## config.mk

```make
export PLATFORM = sky130hd
export DESIGN_NAME = ipsxe_floating_point_grs_gen_v1_0
export DESIGN_NICKNAME = d
export VERILOG_FILES = /design/src/rtl/ipsxe_floating_point_grs_gen_v1_0.sv
export SDC_FILE = /design/constraint.sdc
export NUM_CORES = 1
export LEC_CHECK = 0
export ABC_CLOCK_PERIOD_IN_PS = 4800
export BUFFER_PORTS_ARGS = -buffer_cell sky130_fd_sc_hd__buf_2
export CAP_MARGIN = 20
export CORE_AREA = 2 2 106 108
export CTS_CLUSTER_DIAMETER = 50
export DETAILED_ROUTE_END_ITERATION = 12
export DIE_AREA = 0 0 108 110
export PLACE_DENSITY_LB_ADDON = 0.15
export RECOVER_POWER = 25
export SYNTH_ARGS = -nofsm -noshare
export SYNTH_HDL_FRONTEND = slang
export SYNTH_SLANG_ARGS = --single-unit
```

## constraint.sdc

```tcl
create_clock -name i_clk -period 4.8 [get_ports i_clk]
set_input_delay 0.24 -clock i_clk [delete_from_list [all_inputs] [get_ports i_clk]]
set_output_delay 0.24 -clock i_clk [all_outputs]
set_load 0.005 [all_outputs]
```

## src/rtl/ipsxe_floating_point_grs_gen_v1_0.sv

```systemverilog
// Two-stage elastic normalize + guard/sticky + RNE increment generator feeding the APM rounding adder.
// Optional o_inexact output is enabled by defining IPSXE_FLOATING_POINT_GRS_INEXACT_EN.
module ipsxe_floating_point_grs_gen_v1_0 #(
  parameter int MAN_WIDTH = 52,
  parameter int IN_WIDTH  = 2*(MAN_WIDTH+1)
) (
  input  logic                  i_clk,
  input  logic                  i_rst,
  input  logic                  i_valid,
  output logic                  o_ready,
  input  logic [IN_WIDTH-1:0]   i_prod,
  output logic                  o_valid,
  input  logic                  i_ready,
  output logic [MAN_WIDTH+1:0]  o_z_1,
  output logic                  o_norm
`ifdef IPSXE_FLOATING_POINT_GRS_INEXACT_EN
  ,
  output logic                  o_inexact
`endif
);

  localparam int KW = MAN_WIDTH + 1;
  // Bits below G when normalized; the unnormalized case has one fewer.
  localparam int SW = IN_WIDTH - MAN_WIDTH - 2;
  localparam int NG = (SW < 4) ? SW : 4;
  localparam int GS = (SW + NG - 1) / NG;
  localparam int PW = NG * GS;

  logic          v1_q, v2_q;
  logic          load1, load2, take_in, move;
  logic          norm_s, g_s;
  logic [KW-1:0] kept_s;
  logic [SW-1:0] low_s;
  logic [PW-1:0] low_pad;
  logic [NG-1:0] stk_s;

  logic          norm1_q, g1_q;
  logic [KW-1:0] kept1_q;
  logic [NG-1:0] stk1_q;

  logic          s2, inc;
  logic [KW:0]   z_d;
  logic [KW:0]   z_q;
  logic          norm_q;

  assign load2   = ~v2_q | i_ready;
  assign load1   = ~v1_q | load2;
  assign o_ready = load1;
  assign take_in = i_valid & load1;
  assign move    = v1_q & load2;

  always_comb begin
    norm_s = i_prod[IN_WIDTH-1];
    if (norm_s) begin
      kept_s = i_prod[IN_WIDTH-1 -: KW];
      g_s    = i_prod[SW];
      low_s  = i_prod[SW-1:0];
    end else begin
      kept_s = i_prod[IN_WIDTH-2 -: KW];
      g_s    = i_prod[SW-1];
      // Shifting drops bit SW-1 (now G) and zero-fills, leaving only the sticky bits.
      low_s  = i_prod[SW-1:0] << 1;
    end
    low_pad         = '0;
    low_pad[SW-1:0] = low_s;
  end

  generate
    for (genvar gi = 0; gi < NG; gi++) begin : g_stk
      assign stk_s[gi] = |low_pad[gi*GS +: GS];
    end
  endgenerate

  always_ff @(posedge i_clk or posedge i_rst) begin
    if (i_rst) begin
      v1_q    <= 1'b0;
      norm1_q <= 1'b0;
      g1_q    <= 1'b0;
      kept1_q <= '0;
      stk1_q  <= '0;
    end else begin
      if (load1) v1_q <= i_valid;
      if (take_in) begin
        norm1_q <= norm_s;
        g1_q    <= g_s;
        kept1_q <= kept_s;
        stk1_q  <= stk_s;
      end
    end
  end

  always_comb begin
    s2  = |stk1_q;
    inc = g1_q & (s2 | kept1_q[0]);
    z_d = {kept1_q, inc};
  end

  always_ff @(posedge i_clk or posedge i_rst) begin
    if (i_rst) begin
      v2_q   <= 1'b0;
      z_q    <= '0;
      norm_q <= 1'b0;
    end else begin
      if (load2) v2_q <= v1_q;
      if (move) begin
        z_q    <= z_d;
        norm_q <= norm1_q;
      end
    end
  end

`ifdef IPSXE_FLOATING_POINT_GRS_INEXACT_EN
  logic inex_q;
  always_ff @(posedge i_clk or posedge i_rst) begin
    if (i_rst) inex_q <= 1'b0;
    else if (move) inex_q <= g1_q | s2;
  end
  assign o_inexact = inex_q;
`endif

  assign o_valid = v2_q;
  assign o_z_1   = z_q;
  assign o_norm  = norm_q;

endmodule

```

# Word-level counts from Yosys, hierarchy flattened
# Index checks and enable logic that the tools add are counted.
# W data, S select, Z words.
[totals]
register_bits = 116
output_inout_bits = 57
[op_classes]
n_mux = 3
bitwise_logic = 8
reduce_logical = 5
[ops]
columns = ["cell", "count"]
rows = [
  ["$mux W53", 1],
  ["$mux W52", 1],
  ["$reduce_or A13 Y1", 4],
  ["$reduce_or A4 Y1", 1],
  ["$and A1 B1 Y1", 3],
  ["$or A1 B1 Y1", 3],
  ["$not A1 Y1", 2],
  ["$mux W1", 1],
]

# Depth between registers and ports, before layout
# Gate-level depths: netlist (run 1).
[depth]
depth_word = 4
mapped_depth = 5
ltp_nobuf = 3

# Worst setup path before layout (run 1)
# OpenSTA, ideal clock, no wires.
[synth_timing]
path_type = "register to register"
from = "register v2_q, in the netlist o_valid"
to = "register z_q[33], in the netlist o_z_1[33]"
required_ns = 4.675
setup_slack_ns = 3.585
path_stages_with_launch = 5
n_path_buf = 1
t_arrival_ns = 1.090
setup_time_ns = 0.125
cell_sequence = "dfrtp_1 nand2b_2 nand2_4 buf_6 mux2_2"
[synth_between]
elab_chain_len = 3
[synth_rtl]
columns = ["item", "line_no", "text"]
rows = [
  ["from (decl)", "29", "logic v1_q, v2_q;"],
  ["from (signal assigned)", "104", "if (load2) v2_q <= v1_q;"],
  ["$not A1 Y1", "46", "assign load2 = ~v2_q | i_ready;"],
  ["$or A1 B1 Y1", "46", ""],
  ["$and A1 B1 Y1", "50", "assign move = v1_q & load2;"],
  ["to (signal assigned)", "106", "z_q <= z_d;"],
  ["to (decl)", "43", "logic [KW:0] z_q;"],
]
# Every way passes these cells.
# A chain may end at the register's enable or synchronous reset.

# Worst setup path in the final report (run 1)
[layout_timing]
from = "register v1_q"
to = "output o_ready"
[layout_between]
elab_chain_len = 2
[layout_rtl]
columns = ["item", "line_no", "text"]
rows = [
  ["from (decl)", "29", ""],
  ["from (signal assigned)", "82", "if (load1) v1_q <= i_valid;"],
  ["$not A1 Y1", "47", "assign load1 = ~v1_q | load2;"],
  ["$or A1 B1 Y1", "47", ""],
  ["to (decl)", "10", "output logic o_ready,"],
]
# Every way passes these cells.

==> results.toml, run 1 <==
[status]
outcome = "complete, no violations"

[global_route]
grt_max_degree = 112
grt_usage_pct = 20.1
busiest_layer = "met2"
grt_pass1_vias = 3692
use_met1_pct = 25.6
antenna_found_initial = 2
grt_pass1_wl_mm = 18.2
grt_use_met3_pct = 6.76
gr-usage-met2_pct = 32.6
grt_overflow_total = 0

[layout]
antenna_cells = 0
mostFrequentLayoutCells = "163 x buf_2, 116 x dfrtp_1, 59 x mux2_2"
area_growth_pct = 24.9
drive_above_1_share_pct = 45.7
final_nets = 667
final.fill_count = 922
final_common_cell = "buf_2"

[worst_setup_path]
crit_chain = "nand3b_4 > buf_4 > buf_2"
slowest_stage = "buf_4"
r2r-start = "v1_q"
critical-path-top-delay-family = "buffers and inverters"
crit_type = "reg2out"
required_ps = 4560
crit_arrival_ps = 2150
reg2reg_depth = 4
worst_setup_path_end_kind = "primary output"
slowest_delay_ps = 810
r2r-end = "stk1_q[2]"
crit_buf_inv = 2
start_kind = "register"
cp_max_fo = 111
r2r_slack_ps = 2600

[route]
num_vias = 3773
route.detailed.drc = 0
drtIter0Drc = 102
routed_wirelength_mm = 11.3
ant_nets = 0
wire_per_inst_um = 16.0
first_pass_iters = 4
routed_via_density = 5.32

[sta]
fin_crit_sh_pct = 49.8
max_freq_mhz = 418
finalSetupTns_ps = 0
slew_headroom_pct = 28.4
slew_violations = 0
fin_crit_ps = 2390
finalHoldViolations = 0
tightestPinTransition_ps = 1070
final-setup-viol-count = 0
rsz0062_at_grt = "false"
final.setup_skew_ps = 7.11

[cts]
clkSinkCount = 116
h-tree-depth = 4
ctsRootBufferMaster = "clkbuf_8"
insertion_delay_ps = 510
post_cts_resized = 0
clock_path_buffers = 2
clk_pin_slew_ps = 50
cts_tree = "yes"
numCtsBuffers = 17

[synth]
synthesis.nets = 514
ys_seq_area_share_pct = 55.2
avgSynthCellArea_sq_um = 13.0
yosysWarningCount = 0
ys_ff_latch = 116
synth_cells = 404
netlist_area_sq_um = 5260
synth_cell_types = 22

[power_and_ir_drop]
p_leak_uw = 0.00297
comb_power_share_pct = 17.2
intPower_uw = 2260
p_switching_uw = 742
p_seq_share_pct = 42.2
power_density_nw_per_um2 = 457
p_clk_share_pct = 40.6
irDropWorstVdd_uv = 181
total_power_uw = 3000
power.share.switching_pct = 24.7

[job]
max-cap-violations = 0

[floorplanning]
io_pins = 167
coreArea_sq_um = 10700
dieWidth_um = 108
fp.dieH_um = 110
rows = 38
initial_core_util_pct = 49.2
die_area_sq_um = 11900

[hold_path]
hold_end = "stk1_q[1]"
holdPathStages = 4
holdCritStartpoint = "i_prod[19]"
worstHoldPathType = "in2reg"

[placement]
gp_congestion = 0.730
dp_hpwl_mm = 7.51
io_buffers = 166
[metrics by stage]
step                setup slack (ps)  std cells  util [%]  cell area (sq um)  hold slack [ps]
floorplan                       1490        404         -               5260              442
global placement                2700        676      55.7               5960              482
detailed placement              2630        676      55.7               5960              488
CTS                             2400        708      61.2               6550             39.1
global route                    2280        709      61.5               6570             62.7
finish                          2410        709      61.5               6570             62.5
[sequential cells by signal, indices dropped and copies added, names as in the netlist]
| signal | cells |
|---|---|
| norm1_q | 1 |
| kept1_q | 53 |
| o_norm | 1 |
| stk1_q | 4 |
| v1_q | 1 |
| o_valid | 1 |
| o_z_1 | 54 |
| g1_q | 1 |
[tightest hold or removal path, cell delays in order]
cell     delay (ps)
buf_2            70
nor4_1           40
nand4_1          50
mux2_2          130
[power groups by stage]
| stage | combinational [uW] | sequential [uW] | clock [uW] |
|---|---|---|---|
| floorplan | 311 | 1280 | 0 |
| global placement | 512 | 1280 | 0 |
| detailed placement | 525 | 1280 | 0 |
| CTS | 527 | 1270 | 1250 |
| global route | 577 | 1290 | 1290 |
| finish | 518 | 1270 | 1220 |
[kinds of logic (layout without fill, tap and decap cells)]
group           count (synthesis)  in the layout  synth area share (%)
compound gates                109            109                  11.7
mux                           116            116                  23.5
buf+inv                        38            203                  6.61
simple gates                   25             25                  3.09
flops                         116            116                  55.2
[cell usage after synthesis]
cell / count / area share [%]
dfrtp_1: 116 / 55
mux2_2: 59 / 13
mux2i_1: 57 / 11
a21oi_1: 54 / 5.1
a31oi_1: 54 / 6.4
buf_6: 15 / 3.2
nor4_1: 12 / 1.4
clkbuf_1: 9 / 0.64
buf_12: 4 / 1.5
buf_2: 4 / 0.38
nand4_1: 4 / 0.48
buf_4: 3 / 0.43
inv_1: 2 / 0.14
nand2_1: 2 / 0.14
nand2b_1: 2 / 0.24
buf_8: 1 / 0.29
nand2_4: 1 / 0.21
nand2b_2: 1 / 0.17
nand3b_2: 1 / 0.21
nor2_1: 1 / 0.071
o21ai_0: 1 / 0.095
or4_1: 1 / 0.14
[worst max-delay path by stage]
stage	end	startpoint	depth (start not counted)
finish	o_ready	v1_q	3
global route	o_ready	v1_q	3
CTS	o_ready	v1_q	3
detailed placement	stk1_q[2]	v1_q	4
global placement	stk1_q[0]	v1_q	4
floorplan	g1_q	i_rst	1
[layer usage]
layer | share of wire (%) | wire length (um)
met5 | 0.097 | 11
met4 | 0.99 | 112
met3 | 6.0 | 683
met2 | 50 | 5660
met1 | 43 | 4860
[what timing repair did]
action                                 CTS  global route
hold buffers                             1             0
endpoints found under the hold margin   75             0
buffers inserted                         0             0
[layout make-up]
cell class	instances	area [sq um]	area share, %
Timing Repair Buffer	170	887	13.5
Tap cell	140	175	2.66
Clock buffer	21	449	6.83
Clock inverter	10	131	2.00
Multi-Input combinational cell	250	2020	30.7
Sequential cell	116	2900	44.2
Inverter	2	8.76	0.133
(Power assumes the default switching activity.)
==> run 2: changes to the inputs <==
Settings changed: ABC_CLOCK_PERIOD_IN_PS 4800 to 2250.
Clock period 4.8 ns to 2.25 ns, I/O delays scaled along.
==> run 2 against run 1 <==
Against the previous run:
- power is 130% higher
- combinational power up 140%
- routed wire length grew 16%
- cell count rose by 13%
- cell area grew 15%
- register-to-register slack worse by 2000 ps
- the flow now finishes with violations (capacitance limit, slew limit)
- sequential share of layout area decreased by 5.7 points
- critical path depth increased by 4
- flip-flop and latch count unchanged
==> results.toml, run 2 (synthesis gave the netlist of run 1 again) <==
[route]
ant_nets = 0
routed_wirelength_mm = 13.1
wire_per_inst_um = 16.4
routed_via_density = 5.31
num_vias = 4248
drtIter0Drc = 199
first_pass_iters = 4
route.detailed.drc = 0

[power_and_ir_drop]
p_leak_uw = 0.00337
comb_power_share_pct = 18.5
p_clk_share_pct = 41.5
power_density_nw_per_um2 = 905
irDropWorstVdd_uv = 539
intPower_uw = 5150
power.share.switching_pct = 24.5
p_switching_uw = 1670
p_seq_share_pct = 39.9

[floorplanning]
die_area_sq_um = 11900
coreArea_sq_um = 10700
rows = 38
fp.dieH_um = 110
dieWidth_um = 108
io_pins = 167
initial_core_util_pct = 49.2

[worst_setup_path]
crit_type = "in2reg"
crit_chain = "dlygate4sd3_1 > buf_2 > nor4_1 > dlygate4sd3_1 > nand4_1 > dlygate4sd3_1 > mux2_2"
slowest_delay_ps = 580
crit_arrival_ps = 2520
worst_setup_path_end_kind = "register"
crit_top_cell = "dlygate4sd3_1"
start_kind = "primary input"
cp_max_fo = 1
required_ps = 2640
slowest_stage = "dlygate4sd3_1"

[layout]
final.fill_count = 794
mostFrequentLayoutCells = "163 x buf_2, 116 x dfrtp_1, 87 x dlygate4sd3_1"
design_area_sq_um = 7540
final_common_cell = "buf_2"
instances_no_fill = 800
drive_above_1_share_pct = 40.3
area_growth_pct = 43.3
antenna_cells = 0
final_nets = 757
largest_register_ffs = 54

[status]
failed_checks = "capacitance limit, slew limit"
outcome = "complete, but fails checks"

[cts]
clkSinkCount = 116
numCtsBuffers = 17
h-tree-depth = 4
cts_tree = "yes"
clk_pin_slew_ps = 50
post_cts_resized = 0
ctsRootBufferMaster = "clkbuf_8"
insertion_delay_ps = 510
clock_path_buffers = 2

[global_route]
antenna_found_initial = 0
grt_overflow_total = 0
grt_usage_pct = 23.2
grt_pass1_wl_mm = 21.1
grt_pass1_vias = 4432
grt_max_degree = 117

[sta]
fin_crit_ps = 2130
rsz0062_at_grt = "false"
fin_crit_sh_pct = 94.6
finalSetupTns_ps = 0
tightestPinTransition_ps = 1540
final.setup_skew_ps = 6.24
final-setup-viol-count = 0
slew_headroom_pct = -2.50
slew_violations = 117
max_freq_mhz = 470
finalHoldViolations = 0

[placement]
dp.cells = 681
io_buffers = 166
dp_hpwl_mm = 8.06
place_area_sq_um = 6050
gp_congestion = 0.794

[job]
max-cap-violations = 1

[hold_path]
worstHoldPathType = "in2reg"
-- run 2: timing repair --
item | 4_1_cts | 5_1_grt
endpoints found under the hold margin | 175 | 0
hold buffers | 87 | 0
setup endpoints to repair | 0 | 0
buffers inserted | 0 | 0
-- run 2: per-stage QoR --
step                      util, %  hold slack (ps)  total power [uW]  setup WS [ps]
final                        70.5             25.8              6820            120
after global routing         70.5             42.4              7160           14.9
after CTS                    70.6             18.6              6880            221
after detailed placement     56.5              340              3900            618
after global placement       56.5              336              3850            662
after floorplan                 -              315              3390            724
-- run 2: area by class of cell --
| cell class | instances | area, sq um | share of cell area [%] |
|---|---|---|---|
| inverter | 2 | 11.3 | 0.149 |
| timing repair buffer | 260 | 1800 | 23.8 |
| multi-input combinational | 250 | 2020 | 26.8 |
| clock inverter | 9 | 148 | 1.96 |
| clock buffer | 23 | 487 | 6.46 |
| sequential | 116 | 2900 | 38.5 |
| tap | 140 | 175 | 2.32 |
-- run 2: critical path: cells and delay by family --
kind / cells / cell delay (ps)
muxes: 1 / 260
and+or+nand+nor: 2 / 330
buffers and inverters: 4 / 1820
-- run 2: path summary, 6_finish.rpt --
check	start	end	slack [ps]	depth (start not counted)
max	i_prod[28]	stk1_q[2]	120	7
min	i_prod[101]	kept1_q[49]	30	3
max reg2reg	o_valid	o_z_1[26]	620	4
min reg2reg	o_z_1[37]	o_z_1[37]	500	1
max in group asynchronous	i_rst	o_z_1[5]	570	4
min in group asynchronous	i_rst	kept1_q[37]	710	4
-- run 2: layer usage --
metal / global-route usage [%] / up-vias / routed length [um]
met5: 0 / - / 0
met4: 7.78 / 0 / 114
met3: 5.70 / 14 / 705
met2: 41.0 / 143 / 6810
met1: 27.8 / 2078 / 5460
li1: - / 2013 / -
-- run 2: power groups by stage --
stage	Clock, uW	Sequential (uW)	Combinational [uW]
after floorplan	0	2730	664
after global placement	0	2740	1110
after detailed placement	0	2750	1140
after CTS	2880	2720	1270
after global routing	2990	2770	1400
final	2830	2720	1260
==> run 3: changes to the inputs <==
Settings changed: ABC_CLOCK_PERIOD_IN_PS 2250 to 1970.
Clock period 2.25 ns to 1.97 ns, I/O delays scaled along.
==> run 3 against run 2 <==
Against the previous run:
- the run now ends clean
- count of clock-buffer cells in the layout decreased by 1
- global-route usage increased by 1.6 points
- combinational power increased by 20%
- critical endpoint is now o_ready
- setup slack improved by 130 ps
- routed wire length increased by 6.6%
- clock power increased by 17%
- register-to-register slack got worse by 130 ps
- utilization increased by 2.6 points
- die area unchanged
- flip-flop and latch count unchanged
- power increased by 16%
==> results.toml, run 3 (synthesis gave the netlist of run 1 again) <==
[floorplanning]
io_pins = 167
initial_core_util_pct = 49.2
die_area_sq_um = 11900
rows = 38
fp.dieH_um = 110
coreArea_sq_um = 10700
dieWidth_um = 108

[cts]
h-tree-depth = 4
cts_setup_buffers = 0
cts_tree = "yes"
ctsRootBufferMaster = "clkbuf_8"
post_cts_resized = 0
numCtsBuffers = 17
clk_pin_slew_ps = 50
insertion_delay_ps = 510
clock_path_buffers = 2
clkSinkCount = 116
cts-hold-fix-buffers = 109

[job]
max-cap-violations = 0

[status]
outcome = "complete, no violations"

[worst_setup_path]
r2r-start = "o_valid"
crit_type = "reg2out"
cp_max_fo = 20
slowest_delay_ps = 440
crit_chain = "nand3b_4 > buf_4 > buf_2"
start_kind = "register"
r2r_slack_ps = 490
critical-path-top-delay-family = "flip-flops"
worst_setup_path_end_kind = "primary output"
crit_buf_inv = 2
slowest_stage = "dfrtp_1"
r2r-end = "o_z_1[26]"
required_ps = 1870
crit_arrival_ps = 1620
reg2reg_depth = 4

[placement]
dp_worst_setup_slack_ps = 469
place_area_sq_um = 6090
gp_congestion = 0.826
dp_hpwl_mm = 8.27
io_buffers = 166

[sta]
final-setup-viol-count = 0
slew_headroom_pct = 5.14
final.setup_skew_ps = 10.2
tightestPinTransition_ps = 1420
slew_violations = 0
finalHoldViolations = 0
fin_crit_ps = 1720
rsz0062_at_grt = "false"
worst_hold_slack_ps = 64.9
worst_slack_ps = 249
max_freq_mhz = 581
fin_crit_sh_pct = 87.4
finalSetupTns_ps = 0

[global_route]
grt_pass1_vias = 4619
antenna_found_initial = 0
grt_overflow_total = 0
grt_usage_pct = 24.8
grt_max_degree = 117
grt_pass1_wl_mm = 22.3

[route]
ant_nets = 0
routed_wirelength_mm = 14.0
wire_per_inst_um = 16.9
first_pass_iters = 4
route.detailed.drc = 0
drtIter0Drc = 360
routed_via_density = 5.43
num_vias = 4481

[power_and_ir_drop]
irDropWorstVdd_uv = 534
p_leak_uw = 0.00353
power_density_nw_per_um2 = 1020

[hold_path]
holdCritStartpoint = "i_prod[25]"
holdPathStages = 4
worstHoldPathType = "in2reg"
hold_end = "stk1_q[1]"

[layout]
final_common_cell = "buf_2"
largest_register_ffs = 54
antenna_cells = 0
area_growth_pct = 48.6
design_area_sq_um = 7820
drive_above_1_share_pct = 39.3
mostFrequentLayoutCells = "163 x buf_2, 116 x dfrtp_1, 109 x dlygate4sd3_1"
final_nets = 782
## run 3: per-layer routing
metal | share of wire, % | track usage [%] | up-vias
li1 | - | - | 2080
met1 | 42 | 30.5 | 2222
met2 | 51 | 42.4 | 157
met3 | 5.2 | 6.70 | 22
met4 | 1.9 | 8.42 | 0
met5 | 0 | 0 | -
## run 3: worst max-delay path by stage
| stage | from | endpoint | cells past startpoint |
|---|---|---|---|
| after global placement | o_valid | o_z_1[24] | 4 |
| after global routing | v1_q | o_ready | 3 |
| after detailed placement | o_valid | o_z_1[7] | 4 |
| after floorplan | i_rst | g1_q | 1 |
| final | v1_q | o_ready | 3 |
| after CTS | v1_q | o_ready | 3 |
## run 3: stage by stage
step	total power, uW	utilization (%)	instances
CTS	7990	73.2	825
finish	7940	73.1	825
floorplan	3870	-	404
detailed placement	4480	57.0	684
global placement	4420	57.0	684
global route	8340	73.1	825
## run 3: area by class of cell
cell class,count,area [sq um]
Multi-Input combinational cell,250,2020
Sequential cell,116,2900
Clock buffer,22,473
Clock inverter,10,175
Tap cell,140,175
Inverter,2,11.3
Fill cell,734,2880
Timing Repair Buffer,285,2060
## run 3: where the power goes
group | switching, uW | internal [uW] | leakage [uW]
combinational | 652 | 861 | 0.00194
clock | 1000 | 2300 | 0.000325
sequential | 267 | 2850 | 0.00127
## run 3: worst reg2reg max path: cells and delay by family, from the launching register on
family / cells / cell delay [ps]
multiplexers: 1 / 360
AND/OR/NAND/NOR: 2 / 340
flip-flops: 1 / 420
buffers and inverters: 1 / 240
